<file path="src/rtl/user_trap_controller.sv">
// User-mode trap sequencer: takes exceptions, interrupts and URET, then writes uepc/ucause/ustatus and redirects the PC.
// Optional build macro UTVEC_VECTORED_EN enables vectored interrupt targets when utvec mode is 2'b01.
module user_trap_controller #(
    parameter int NINT = 4
) (
    input  logic            iCLK,
    input  logic            iRST_N,
    input  logic            iExc,
    input  logic [4:0]      iExcCause,
    input  logic [31:0]     iExcPC,
    input  logic [31:0]     iNextPC,
    input  logic [NINT-1:0] iIntReq,
    input  logic            iURET,
    input  logic [31:0]     iUSTATUS,
    input  logic [NINT-1:0] iUIE,
    input  logic [31:0]     iUTVEC,
    input  logic [31:0]     iUEPC,
    output logic            oCSRWe,
    output logic [6:0]      oCSRNum,
    output logic [31:0]     oCSRData,
    output logic            oFlush,
    output logic            oRedirect,
    output logic [31:0]     oTarget,
    output logic            oBusy
);

    localparam logic [6:0] CSR_USTATUS = 7'd0;
    localparam logic [6:0] CSR_UEPC    = 7'd65;
    localparam logic [6:0] CSR_UCAUSE  = 7'd66;

`ifdef UTVEC_VECTORED_EN
    localparam bit VEC_EN = 1'b1;
`else
    localparam bit VEC_EN = 1'b0;
`endif

    typedef enum logic [2:0] {
        S_IDLE    = 3'd0,
        S_W_EPC   = 3'd1,
        S_W_CAUSE = 3'd2,
        S_W_STAT  = 3'd3,
        S_REDIR   = 3'd4,
        S_R_STAT  = 3'd5,
        S_R_REDIR = 3'd6
    } state_t;

    state_t        r_state;
    state_t        w_state_next;
    logic [31:0]   r_epc;
    logic [4:0]    r_exc_code;
    logic          r_is_int;
    logic [7:0]    r_idx;

    logic [NINT-1:0] w_pend;
    logic            w_int_take;
    logic [7:0]      w_int_idx;
    logic [31:0]     w_cause;
    logic [31:0]     w_stat_trap;
    logic [31:0]     w_stat_ret;
    logic [31:0]     w_base;
    logic            w_vec_sel;
    logic [31:0]     w_vector;

    logic            w_csr_we;
    logic [6:0]      w_csr_num;
    logic [31:0]     w_csr_data;
    logic            w_flush;
    logic            w_redirect;
    logic [31:0]     w_target;

    assign w_pend     = iIntReq & iUIE;
    assign w_int_take = iUSTATUS[0] & (|w_pend);

    // Scan from the top so the lowest pending index is the one left standing.
    always_comb begin
        w_int_idx = 8'd0;
        for (int i = NINT - 1; i >= 0; i--) begin
            if (w_pend[i]) begin
                w_int_idx = 8'(i);
            end
        end
    end

    assign w_cause     = r_is_int ? {1'b1, 23'd0, r_idx} : {27'd0, r_exc_code};
    assign w_stat_trap = {iUSTATUS[31:5], iUSTATUS[0], iUSTATUS[3:1], 1'b0};
    assign w_stat_ret  = {iUSTATUS[31:5], 1'b1, iUSTATUS[3:1], iUSTATUS[4]};
    assign w_base      = {iUTVEC[31:2], 2'b00};
    assign w_vec_sel   = VEC_EN & r_is_int & (iUTVEC[1:0] == 2'b01);
    assign w_vector    = w_vec_sel ? (w_base + {22'd0, r_idx, 2'b00}) : w_base;

    // State register plus the trap context captured on acceptance.
    always_ff @(posedge iCLK or negedge iRST_N) begin
        if (!iRST_N) begin
            r_state    <= S_IDLE;
            r_epc      <= 32'd0;
            r_exc_code <= 5'd0;
            r_is_int   <= 1'b0;
            r_idx      <= 8'd0;
        end else begin
            r_state <= w_state_next;
            if (r_state == S_IDLE) begin
                if (iExc) begin
                    r_epc      <= iExcPC;
                    r_exc_code <= iExcCause;
                    r_is_int   <= 1'b0;
                    r_idx      <= 8'd0;
                end else if (w_int_take) begin
                    r_epc      <= iNextPC;
                    r_exc_code <= 5'd0;
                    r_is_int   <= 1'b1;
                    r_idx      <= w_int_idx;
                end
            end
        end
    end

    always_comb begin
        w_state_next = r_state;
        case (r_state)
            S_IDLE: begin
                if (iExc || w_int_take) begin
                    w_state_next = S_W_EPC;
                end else if (iURET) begin
                    w_state_next = S_R_STAT;
                end
            end
            S_W_EPC:   w_state_next = S_W_CAUSE;
            S_W_CAUSE: w_state_next = S_W_STAT;
            S_W_STAT:  w_state_next = S_REDIR;
            S_REDIR:   w_state_next = S_IDLE;
            S_R_STAT:  w_state_next = S_R_REDIR;
            S_R_REDIR: w_state_next = S_IDLE;
            default:   w_state_next = S_IDLE;
        endcase
    end

    always_comb begin
        w_csr_we   = 1'b0;
        w_csr_num  = 7'd0;
        w_csr_data = 32'd0;
        w_flush    = 1'b0;
        w_redirect = 1'b0;
        w_target   = 32'd0;
        case (r_state)
            S_W_EPC: begin
                w_csr_we   = 1'b1;
                w_csr_num  = CSR_UEPC;
                w_csr_data = r_epc;
                w_flush    = 1'b1;
            end
            S_W_CAUSE: begin
                w_csr_we   = 1'b1;
                w_csr_num  = CSR_UCAUSE;
                w_csr_data = w_cause;
                w_flush    = 1'b1;
            end
            S_W_STAT: begin
                w_csr_we   = 1'b1;
                w_csr_num  = CSR_USTATUS;
                w_csr_data = w_stat_trap;
            end
            S_REDIR: begin
                w_redirect = 1'b1;
                w_target   = w_vector;
            end
            S_R_STAT: begin
                w_csr_we   = 1'b1;
                w_csr_num  = CSR_USTATUS;
                w_csr_data = w_stat_ret;
                w_flush    = 1'b1;
            end
            S_R_REDIR: begin
                w_redirect = 1'b1;
                w_target   = iUEPC;
            end
            default: ;
        endcase
    end

    // Outputs lag the state by one cycle so the datapath only ever sees flops.
    always_ff @(posedge iCLK or negedge iRST_N) begin
        if (!iRST_N) begin
            oCSRWe    <= 1'b0;
            oCSRNum   <= 7'd0;
            oCSRData  <= 32'd0;
            oFlush    <= 1'b0;
            oRedirect <= 1'b0;
            oTarget   <= 32'd0;
        end else begin
            oCSRWe    <= w_csr_we;
            oCSRNum   <= w_csr_num;
            oCSRData  <= w_csr_data;
            oFlush    <= w_flush;
            oRedirect <= w_redirect;
            oTarget   <= w_target;
        end
    end

    assign oBusy = (r_state != S_IDLE);

endmodule

</file>
<file path="config.mk">
export PLATFORM = sky130hd
export DESIGN_NAME = user_trap_controller
export DESIGN_NICKNAME = d
export VERILOG_FILES = /design/src/rtl/user_trap_controller.sv
export SDC_FILE = /design/constraint.sdc
export NUM_CORES = 1
export LEC_CHECK = 0
export CORE_ASPECT_RATIO = 1.25
export CORE_MARGIN = 1
export CORE_UTILIZATION = 43
export CTS_CLUSTER_DIAMETER = 120
export DETAILED_ROUTE_END_ITERATION = 8
export HOLD_SLACK_MARGIN = 0.03
export PLACE_DENSITY = 0.85
export SYNTH_ARGS = -nofsm -noshare
export SYNTH_HDL_FRONTEND = slang
export SYNTH_SLANG_ARGS = --single-unit
</file>
<file path="constraint.sdc">
create_clock -name iCLK -period 4.1 [get_ports iCLK]
set_input_delay 0.82 -clock iCLK [delete_from_list [all_inputs] [get_ports iCLK]]
set_output_delay 0.82 -clock iCLK [all_outputs]
set_load 0.01 [all_outputs]
</file>
== Word level (Yosys, flattened, before mapping) ==
Index checks and enable logic that the tools add are counted.
Storage, ports and cells
  bits in registers: 123
  output and inout bits: 75
  input port bits: 177
  word-level logic and storage cells: 51
Operators by class
  reduce and logical (&&, ||, !) cells: 9
  mux-type cells: 22
  equality and inequality tests: 7
  bitwise logic cells: 2
Operators by type and width (number)
  $pmux 32 s4: 1
  $mux 32: 3
  $pmux 32 s2: 1
  $mux 8: 2
  $pmux 3 s5: 1
  $pmux 7 s2: 1
  $mux 5: 2
  $eq 3x3->1 const B: 3
  $mux 2: 4
  $reduce_or 4->1: 2
  $eq 3x2->1 const B: 2
  $mux 3: 2
  $mux 1: 5
  $and 4x4->4: 1
  $eq 3x1->1 const B: 1
  $logic_not 3->1: 1
  $ne 3x2->1 const B: 1
  $reduce_bool 3->1: 1
  $reduce_or 3->1: 1
  $reduce_and 2->1: 1
  $reduce_bool 2->1: 1
  $reduce_or 2->1: 1
  $and 1x1->1: 1
  $logic_or 1x1->1: 1

== Logic depth before layout (Yosys ltp) ==
Gate-level depths: netlist (run 1).
  depth after elaboration: 7
  gate-level depth with buffers: 7
  gate-level depth less buffers: 3

== Worst setup path before layout (run 1) ==
OpenSTA, ideal clock, no wires.
  path type: input to register
  start: in iUSTATUS[0]
  end: reg r_epc[3]
  slack: 2.011 ns
  required time: 4.006 ns
  arrival time: 1.995 ns
  buffers on the path: 3
  cell stages on the path: 6
  setup time: 0.094 ns
  cell sequence: or4b_4 buf_6 a21o_1 buf_6 buf_6 a211oi_1
Between the ends
  word-level cells in the longest chain between the ends: 3
Ends and longest elaborated chain
  start: declaration: RTL line 14  | input logic [31:0] iUSTATUS,
  $and 1x1->1: RTL line 72  | assign w_int_take = iUSTATUS[0] & (|w_pend);
  $reduce_bool 2->1 (no source line)
  $reduce_and 2->1 (no source line)
  end signal: assignment: RTL line 103  | r_epc <= iExcPC;
  end signal: assignment: RTL line 108  | r_epc <= iNextPC;
  end: declaration: RTL line 49  | logic [31:0] r_epc;
No other way between the ends.
A chain may end at the register's enable or synchronous reset.

== Final worst setup path (run 1) ==
  start: reg r_state[2]
  end: out oBusy
Between the ends
  word-level cells in the longest chain between the ends: 1
Ends and longest elaborated chain
  start: declaration: RTL line 47  | state_t r_state;
  start signal: assignment: RTL line 100  | r_state <= w_state_next;
  $reduce_bool 3->1: RTL line 199  | assign oBusy = (r_state != S_IDLE);
  end: declaration: RTL line 24  | output logic oBusy
No other way between the ends.

==> results.py, run 1 <==
metrics = {
    "logic_synthesis": {
        "yosys_warnings": 0,
        "ys_seq_area_frac": 0.5686,
        "syn_area_um2": 4974,
        "synth_ff_type": "dfrtp_1",
        "yosys.area.top_type": "dfrtp_1",
        "synthesis.instances": 448,
        "synth_edf_count": 0,
        "synth_area_leaders": "dfrtp_1, nor2_1, mux2i_1",
        "avgSynthCellArea_um2": 11.10,
        "ys_seq_elements": 113,
        "synth_top_area_frac": 0.5686,
        "ys_types": 39,
        "async_flop_share": 1.000,
    },
    "route": {
        "drt_iter0_drc": 301,
        "drtAntennaViolNets": 0,
        "routedWlPerCell_um": 20.95,
        "drc": 22,
        "avgViaCountPerCell": 5.711,
        "drtPass1Iterations": 7,
        "wl_mm": 17.33,
        "vias": 4723,
    },
    "grt": {
        "grt-ovfl-total": 0,
        "antenna_found_initial": 0,
        "grt_pass1_wl_mm": 26.14,
        "grt_pass1_vias": 4784,
        "grt_max_degree": 62,
        "grt_usage": 0.2948,
    },
    "place": {
        "post-dp-hpwl_mm": 12.13,
        "io_buffer_count": 245,
        "routabilityCongestion": 0.8342,
    },
    "power_and_ir_drop": {
        "p_sw_frac": 0.3263,
        "internal_power_mw": 3.574,
        "power_frac_comb": 0.378,
        "leakagePower_nw": 3.406,
        "ir_worst_vdd_v": 0.0003146,
        "powerDensity_nw_per_um2": 654.6,
        "sequentialPowerShare": 0.328,
        "p_switching_mw": 1.731,
        "clock_power_share": 0.294,
    },
    "outcome": {
        "status": "complete, but fails checks",
        "violations": "design-rule violations",
    },
    "floorplanning": {
        "core-area_um2": 11190,
        "die_y_um": 122.2,
        "die_width_um": 98.19,
        "fp-row-count": 43,
        "ios": 252,
        "dieArea_um2": 12000,
        "initial_utilization": 0.4444,
    },
    "worst_setup_path": {
        "critPathCaptureType": "output pin",
        "crit_type": "flip-flop to output pin",
        "rr_endpoint": "oCSRData[25]",
        "cp.arrival_ns": 2.13,
        "cp.required_ns": 3.28,
        "rrSetupSlack_ns": 1.55,
        "critPathMaxFanout": 16,
        "reg2reg_depth": 4,
        "cp-start-kind": "flip-flop",
        "r2r-start": "r_state[1]",
    },
    "sta": {
        "relSlewSlack": 0.2482,
        "setup_violations": 0,
        "period_needed_ns": 2.952,
        "worst_pin_slew_ns": 1.128,
        "holdWs_ns": 0.4672,
        "rsz0062_at_grt": "no",
        "finalSetupTns_ns": 0,
        "hold_viol_final": 0,
        "slew_viol_final": 0,
        "clock.fmax_mhz": 338.7,
        "period_share": 0.7201,
        "clock_skew_ns": 0.01514,
    },
    "clocking": {
        "clk_pin_slew_ns": 0.06,
        "clock_sinks": 113,
        "root_buffer": "clkbuf_16",
        "numCtsBuffers": 17,
        "cts_resized": 0,
        "tritoncts": "built",
        "clock_latency_ns": 0.42,
        "holdBufCountCts": 0,
        "h-tree-depth": 4,
        "clockBufferDepth": 2,
        "cts_setup_buffers": 0,
    },
    "job": {
        "drv_cap": 0,
    },
    "layout": {
        "area_growth_syn_to_layout_pct": 62.97,
        "layout_commonest_cell": "clkdlybuf4s50_1",
        "final_cell_mix": "clkdlybuf4s50_1, dfrtp_1, nor2_1",
        "drive_above_1_share": 0.08382,
        "nFillCells": 743,
        "final_nets": 856,
        "diodes": 0,
    },
    "worst_hold_path": {
        "min_path_type": "input port to asynchronous set/reset pin",
    },
}
==> kinds of logic after synthesis <==
logic type	share of synthesized area
other cells	0.0007540
xor+xnor	0.001761
compound gates	0.1985
buf+inv	0.05233
flops	0.5686
simple gates	0.1087
mux	0.06943
==> final cells by class <==
class / count / area, µm² / area share
Clock buffer: 19 / 442.9 / 0.05465
Clock inverter: 13 / 186.4 / 0.02300
Inverter: 6 / 22.52 / 0.002779
Multi-Input combinational cell: 286 / 1918 / 0.2366
Sequential cell: 113 / 2829 / 0.3490
Tap cell: 135 / 168.9 / 0.02084
Timing Repair Buffer: 255 / 2537 / 0.3131
==> stage by stage <==
| stage | power (mW) | std cells | setup WS, ns | util | instance area [µm²] |
|---|---|---|---|---|---|
| 2_1_floorplan | 2.830 | 451 | 2.011 | - | 4985 |
| 3_3_place_gp | 3.666 | 795 | 0.7873 | 0.6680 | 7476 |
| 3_5_place_dp | 3.740 | 795 | 0.7719 | 0.6680 | 7476 |
| 4_1_cts | 5.317 | 827 | 1.150 | 0.7243 | 8105 |
| 5_1_grt | 5.556 | 827 | 1.091 | 0.7243 | 8105 |
| 6_report | 5.305 | 827 | 1.148 | 0.7243 | 8105 |
==> worst max-delay path, stage by stage (launching register included) <==
cell and delay [ns]:
dfrtp_1 0.57, or3_1 0.61, clkdlybuf4s50_1 0.54
==> power by group through the flow <==
| stage | Sequential (mW) | Clock (mW) | Combinational (mW) |
|---|---|---|---|
| 2_1_floorplan | 1.77 | 0 | 1.06 |
| 3_3_place_gp | 1.73 | 0 | 1.93 |
| 3_5_place_dp | 1.75 | 0 | 1.99 |
| 4_1_cts | 1.74 | 1.57 | 2.01 |
| 5_1_grt | 1.78 | 1.62 | 2.15 |
| 6_report | 1.74 | 1.56 | 2.01 |
==> metal layers <==
layer | global-route usage | vias up | wire length [µm]
li1 | - | 2089 | -
met1 | 0.3245 | 2303 | 6238
met2 | 0.5145 | 292 | 8781
met3 | 0.1071 | 39 | 1780
met4 | 0.1278 | 0 | 529
met5 | 0 | - | 0
==> cells in the mapped netlist (2+ instances only) <==
cell and number:
dfrtp_1 113, nor2_1 98, a2111oi_0 32, mux2i_1 30, a211oi_1 28, clkbuf_1 28, a22o_1 27, nand2_1 15
buf_6 6, inv_1 6, o21ai_0 6, a211oi_2 4, a22oi_1 4, and3_1 4, buf_1 4, buf_2 4
buf_4 4, mux2_2 4, nand2b_1 4, a21oi_1 3, a32o_1 3, o2bb2ai_1 3, a221o_1 2
==> state kept, by name (all words and copies together) (netlist names), 2 cells and up <==
| name | count |
|---|---|
| r_state | 3 |
| r_exc_code | 5 |
| oCSRNum | 3 |
| oTarget | 32 |
| r_epc | 32 |
| r_idx | 2 |
| oCSRData | 32 |
==> how the worst max path moves through the flow <==
stage	start	endpoint	slack, ns	cells past startpoint
final	r_state[2]	oBusy	1.15	2
after global routing	iExc	r_epc[0]	1.09	3
after CTS	r_state[2]	oBusy	1.15	2
after detailed placement	iExc	r_idx[0]	0.77	3
after global placement	iExc	r_idx[0]	0.79	3
after floorplan	iUSTATUS[0]	r_epc[3]	2.01	6
Power figures use the tool's default switching activity.
==> inputs of run 2 (changes only) <==
--- a/config.mk
+++ b/config.mk
@@ -7,11 +7,11 @@
 export LEC_CHECK = 0
 export CORE_ASPECT_RATIO = 1.25
 export CORE_MARGIN = 1
-export CORE_UTILIZATION = 43
+export CORE_UTILIZATION = 36
 export CTS_CLUSTER_DIAMETER = 120
 export DETAILED_ROUTE_END_ITERATION = 8
 export HOLD_SLACK_MARGIN = 0.03
-export PLACE_DENSITY = 0.85
+export PLACE_DENSITY = 0.76
 export SYNTH_ARGS = -nofsm -noshare
 export SYNTH_HDL_FRONTEND = slang
 export SYNTH_SLANG_ARGS = --single-unit
==> constraint.sdc (replaced) <==
create_clock -name iCLK -period 2.4 [get_ports iCLK]
set_input_delay 0.48 -clock iCLK [delete_from_list [all_inputs] [get_ports iCLK]]
set_output_delay 0.48 -clock iCLK [all_outputs]
set_load 0.01 [all_outputs]
==> run 2 against run 1 <==
Utilization decreased by 10 points. Critical path type unchanged. Highest routed layer unchanged. Combinational power grew 76%. The flow now finishes without violations. Sequential share of layout area fell by 0.96 points. Count of clock-buffer cells in the layout rose by 3.
==> results.py, run 2 (synthesis gave the netlist of run 1 again) <==
metrics = {
    "sta": {
        "clock_skew_ns": 0.007799,
        "worst_pin_slew_ns": 0.5437,
        "clock.fmax_mhz": 439.0,
        "setup_violations": 0,
        "hold_viol_final": 0,
        "period_share": 0.9492,
        "slew_viol_final": 0,
        "rsz0062_at_grt": "no",
        "finalSetupTns_ns": 0,
        "period_needed_ns": 2.278,
        "relSlewSlack": 0.6282,
    },
    "clocking": {
        "tritoncts": "built",
        "clock_latency_ns": 0.40,
        "holdBufCountCts": 0,
        "cts_setup_buffers": 0,
        "clockBufferDepth": 2,
        "clk_pin_slew_ns": 0.05,
        "h-tree-depth": 4,
        "numCtsBuffers": 17,
        "root_buffer": "clkbuf_16",
        "clock_sinks": 113,
    },
    "route": {
        "drc": 0,
        "vias": 4651,
        "drt_iter0_drc": 169,
        "wl_mm": 15.90,
        "avgViaCountPerCell": 5.255,
        "drtPass1Iterations": 6,
        "drtAntennaViolNets": 0,
        "routedWlPerCell_um": 17.96,
    },
    "layout": {
        "layout_commonest_cell": "clkdlybuf4s50_1",
        "fin_util": 0.6243,
        "final_nets": 878,
        "drive_above_1_share": 0.1120,
        "area_growth_syn_to_layout_pct": 67.57,
        "top_regs": "oCSRData (32), oTarget (32), r_epc (32)",
        "final_cell_mix": "clkdlybuf4s50_1, dfrtp_1, nor2_1",
        "nFillCells": 1093,
        "diodes": 0,
        "fin_cells": 885,
    },
    "grt": {
        "grt_pass1_vias": 4794,
        "grt_usage": 0.2217,
        "grt-ovfl-total": 0,
        "grt_max_degree": 43,
        "antenna_found_initial": 0,
        "grt_pass1_wl_mm": 24.24,
    },
    "place": {
        "post-dp-hpwl_mm": 11.78,
        "dp.cells": 853,
        "routabilityCongestion": 0.7915,
        "io_buffer_count": 245,
    },
    "worst_hold_path": {
        "min_path_type": "input port to asynchronous set/reset pin",
    },
    "power_and_ir_drop": {
        "p_total_mw": 9.106,
        "powerDensity_nw_per_um2": 1093,
        "ir_worst_vdd_v": 0.0006398,
        "leakagePower_nw": 3.533,
    },
    "outcome": {
        "status": "complete, no violations",
    },
    "worst_setup_path": {
        "path_cells": "or3_4, clkdlybuf4s50_1",
        "cpMaxStageDelayCell": "clkdlybuf4s50_1",
        "cp.required_ns": 1.92,
        "cp-start-kind": "flip-flop",
        "cp.arrival_ns": 1.80,
        "cp_num_buf_inv": 1,
        "critPathCaptureType": "output pin",
        "critPathMaxFanout": 7,
        "critPathMaxStageDelay_ns": 0.52,
        "crit_type": "flip-flop to output pin",
        "r2r-start": "r_state[0]",
        "cp_top_family": "buffers and inverters",
        "cp-startpoint": "r_state[0]",
    },
    "floorplanning": {
        "core-area_um2": 13350,
        "initial_utilization": 0.3726,
        "die_y_um": 133.4,
        "fp-row-count": 47,
        "die_width_um": 107.1,
        "dieArea_um2": 14290,
        "ios": 252,
    },
    "job": {
        "drv_cap": 0,
    },
}
run 2: cell count changes in the layout (fill, tap and decap cells not counted), sizes merged:
cell	delta
clkinvlp	-3
clkbuf	+3
buf	+22
run 2: worst paths after layout:
check | slack, ns | to | depth (start not counted)
max | 0.12 | oBusy | 2
min | 0.03 | oTarget[31] | 1
max reg2reg | 0.40 | r_epc[18] | 4
min reg2reg | 0.50 | oCSRData[4] | 1
max in group asynchronous | 1.75 | oTarget[14] | 2
min in group iCLK | 0.50 | oCSRData[4] | 1
run 2: area by class of cell:
class | count | area [µm²] | area share
Clock buffer | 22 | 474.2 | 0.05690
Timing Repair Buffer | 277 | 2715 | 0.3258
Inverter | 6 | 22.52 | 0.002702
Clock inverter | 10 | 156.4 | 0.01877
Tap cell | 171 | 214.0 | 0.02567
Sequential cell | 113 | 2829 | 0.3394
Multi-Input combinational cell | 286 | 1923 | 0.2307
run 2: report_power, final:
| part | leakage [nW] | switching [mW] | total [mW] | internal [mW] |
|---|---|---|---|---|
| clock | 0.310 | 0.844 | 2.66 | 1.81 |
| sequential | 1.42 | 0.323 | 2.92 | 2.59 |
| combinational | 1.81 | 1.68 | 3.53 | 1.86 |
run 2: through the flow:
step / hold WS (ns) / area, µm² / setup slack, ns
6_report: 0.02632 / 8334 / 0.1219
5_1_grt: 0.04571 / 8334 / 0.06105
4_1_cts: 0.03378 / 8329 / 0.02743
3_5_place_dp: 0.4595 / 7699 / -0.04432
3_3_place_gp: 0.4509 / 7699 / 0.03883
2_1_floorplan: 0.1844 / 4985 / 0.5718
run 2: timing repair:
action	CTS	global route
endpoints found under the setup margin	0	1
gates resized for setup	0	1
endpoints found under the hold margin	0	0
run 2: metal layers:
metal,share of wire,global-route usage,wire length [µm],vias to the layer above
li1,-,-,-,2137
met3,0.084,0.06849,1336,28
met1,0.38,0.2453,6065,2249
met5,0,0,0,-
met4,0.025,0.08980,405,0
met2,0.51,0.3918,8091,237
==> inputs of run 3 (changes only) <==
--- a/config.mk
+++ b/config.mk
@@ -7,11 +7,11 @@
 export LEC_CHECK = 0
 export CORE_ASPECT_RATIO = 1.25
 export CORE_MARGIN = 1
-export CORE_UTILIZATION = 36
+export CORE_UTILIZATION = 43
 export CTS_CLUSTER_DIAMETER = 120
 export DETAILED_ROUTE_END_ITERATION = 8
 export HOLD_SLACK_MARGIN = 0.03
-export PLACE_DENSITY = 0.76
+export PLACE_DENSITY = 0.85
 export SYNTH_ARGS = -nofsm -noshare
 export SYNTH_HDL_FRONTEND = slang
 export SYNTH_SLANG_ARGS = --single-unit
==> constraint.sdc (replaced) <==
create_clock -name iCLK -period 2.95 [get_ports iCLK]
set_input_delay 0.59 -clock iCLK [delete_from_list [all_inputs] [get_ports iCLK]]
set_output_delay 0.59 -clock iCLK [all_outputs]
set_load 0.01 [all_outputs]
==> run 3 against run 2 <==
The flow now finishes with violations (design-rule violations). Non-clock buffer count down 14. Utilization grew 10 points. Count of clock-buffer cells in the layout rose by 1. Cell count is 5.6% lower. Largest power group unchanged. First-iteration DRC count is 140% higher. Clock skew increased by 0.0023 ns. Die area is 16% lower. Setup slack gained 0.13 ns. Critical endpoint unchanged. Wire length is 9.9% higher.
==> results.py, run 3 (synthesis gave the netlist of run 1 again) <==
metrics = {
    "route": {
        "drt_iter0_drc": 404,
        "drc": 19,
        "avgViaCountPerCell": 5.659,
        "drtPass1Iterations": 9,
        "routedWlPerCell_um": 20.93,
        "vias": 4725,
        "wl_mm": 17.47,
        "drtAntennaViolNets": 0,
    },
    "floorplanning": {
        "core-area_um2": 11190,
        "die_width_um": 98.19,
        "initial_utilization": 0.4444,
        "ios": 252,
        "dieArea_um2": 12000,
        "die_y_um": 122.2,
        "fp-row-count": 43,
    },
    "worst_setup_path": {
        "critPathMaxFanout": 16,
        "rrSetupSlack_ns": 0.64,
        "cp.required_ns": 2.36,
        "critPathCaptureType": "output pin",
        "crit_type": "flip-flop to output pin",
        "r2r-start": "r_state[2]",
        "cp-startpoint": "r_state[2]",
        "rr_endpoint": "r_epc[5]",
        "cp-start-kind": "flip-flop",
        "reg2reg_depth": 3,
        "endpoint": "oBusy",
        "cp.arrival_ns": 2.11,
    },
    "power_and_ir_drop": {
        "power_frac_comb": 0.391,
        "leakagePower_nw": 3.429,
        "internal_power_mw": 4.864,
        "p_total_mw": 7.258,
        "sequentialPowerShare": 0.334,
        "powerDensity_nw_per_um2": 893.8,
        "p_switching_mw": 2.394,
        "ir_worst_vdd_v": 0.0004761,
        "p_sw_frac": 0.3298,
        "clock_power_share": 0.275,
    },
    "layout": {
        "final_area_um2": 8120,
        "diodes": 0,
        "top_regs": "oCSRData (32), oTarget (32), r_epc (32)",
        "final_nets": 864,
        "final_cell_mix": "clkdlybuf4s50_1, dfrtp_1, nor2_1",
        "nFillCells": 765,
        "area_growth_syn_to_layout_pct": 63.27,
        "drive_above_1_share": 0.09143,
        "layout_commonest_cell": "clkdlybuf4s50_1",
    },
    "job": {
        "drv_cap": 0,
    },
    "clocking": {
        "cts_resized": 0,
        "clock_sinks": 113,
        "clockBufferDepth": 2,
        "numCtsBuffers": 17,
        "tritoncts": "built",
        "h-tree-depth": 4,
        "cts_setup_buffers": 0,
        "root_buffer": "clkbuf_16",
        "clk_pin_slew_ns": 0.05,
        "holdBufCountCts": 0,
        "clock_latency_ns": 0.40,
    },
    "sta": {
        "worst_pin_slew_ns": 0.7162,
        "setup_violations": 0,
        "clock_skew_ns": 0.01008,
        "period_needed_ns": 2.699,
        "relSlewSlack": 0.5225,
        "slew_viol_final": 0,
        "hold_viol_final": 0,
        "rsz0062_at_grt": "no",
        "finalSetupTns_ns": 0,
        "clock.fmax_mhz": 370.5,
        "period_share": 0.9149,
    },
    "grt": {
        "grt_usage": 0.2965,
        "grt_pass1_wl_mm": 26.78,
        "grt_max_degree": 49,
        "grt_pass1_vias": 5051,
        "grt-ovfl-total": 0,
        "antenna_found_initial": 0,
    },
    "outcome": {
        "status": "complete, but fails checks",
        "violations": "design-rule violations",
    },
    "place": {
        "routabilityCongestion": 0.8358,
        "placed_cell_area_um2": 7536,
        "io_buffer_count": 245,
        "post-dp-hpwl_mm": 12.32,
    },
    "worst_hold_path": {
        "min_path_type": "input port to asynchronous set/reset pin",
    },
}
-- run 3: cell type report --
type	count	area (µm²)	share of cell area
clock buffer	23	478.0	0.05886
clock inverter	9	106.4	0.01310
inverter	6	22.52	0.002773
multi-input combinational	286	1918	0.2362
sequential	113	2829	0.3484
tap	135	168.9	0.02080
timing repair buffer	263	2597	0.3199
-- run 3: through the flow --
stage	instances	setup WS [ns]	util	hold slack [ns]
3_3_place_gp	803	0.3574	0.6734	0.4821
4_1_cts	835	0.2355	0.7256	0.2064
2_1_floorplan	451	1.091	-	0.2944
5_1_grt	835	0.1634	0.7256	0.2367
3_5_place_dp	803	0.2968	0.6734	0.4869
6_report	835	0.2509	0.7256	0.1848
-- run 3: worst max-delay path, stage by stage, from the launching register on --
cell and delay, ns:
dfrtp_1 0.58, or3_1 0.59, clkdlybuf4s50_1 0.53
-- run 3: power groups by stage --
stage          clock (mW)  sequential, mW  combinational (mW)
2_1_floorplan           0            2.46                1.47
5_1_grt              2.09            2.47                3.04
6_report             2.00            2.42                2.84
3_3_place_gp            0            2.41                2.71
3_5_place_dp            0            2.43                2.81
4_1_cts              2.02            2.41                2.85
-- run 3: how the worst min path moves through the flow --
stage | from | end | slack [ns] | cells after the start
detailed placement | r_epc[10] | oCSRData[10] | 0.49 | 1
global route | iRST_N | oTarget[26] | 0.24 | 1
CTS | iRST_N | oTarget[26] | 0.21 | 1
floorplan | iRST_N | oCSRData[0] | 0.29 | 0
finish | iRST_N | oTarget[26] | 0.18 | 1
global placement | r_exc_code[4] | oCSRData[4] | 0.48 | 1
-- run 3: metal layers --
metal	up-vias	track usage	wire, µm
met5	-	0	0
met3	48	0.1048	1701
met4	0	0.1511	625
li1	2108	-	-
met2	269	0.5132	8787
met1	2300	0.3225	6359
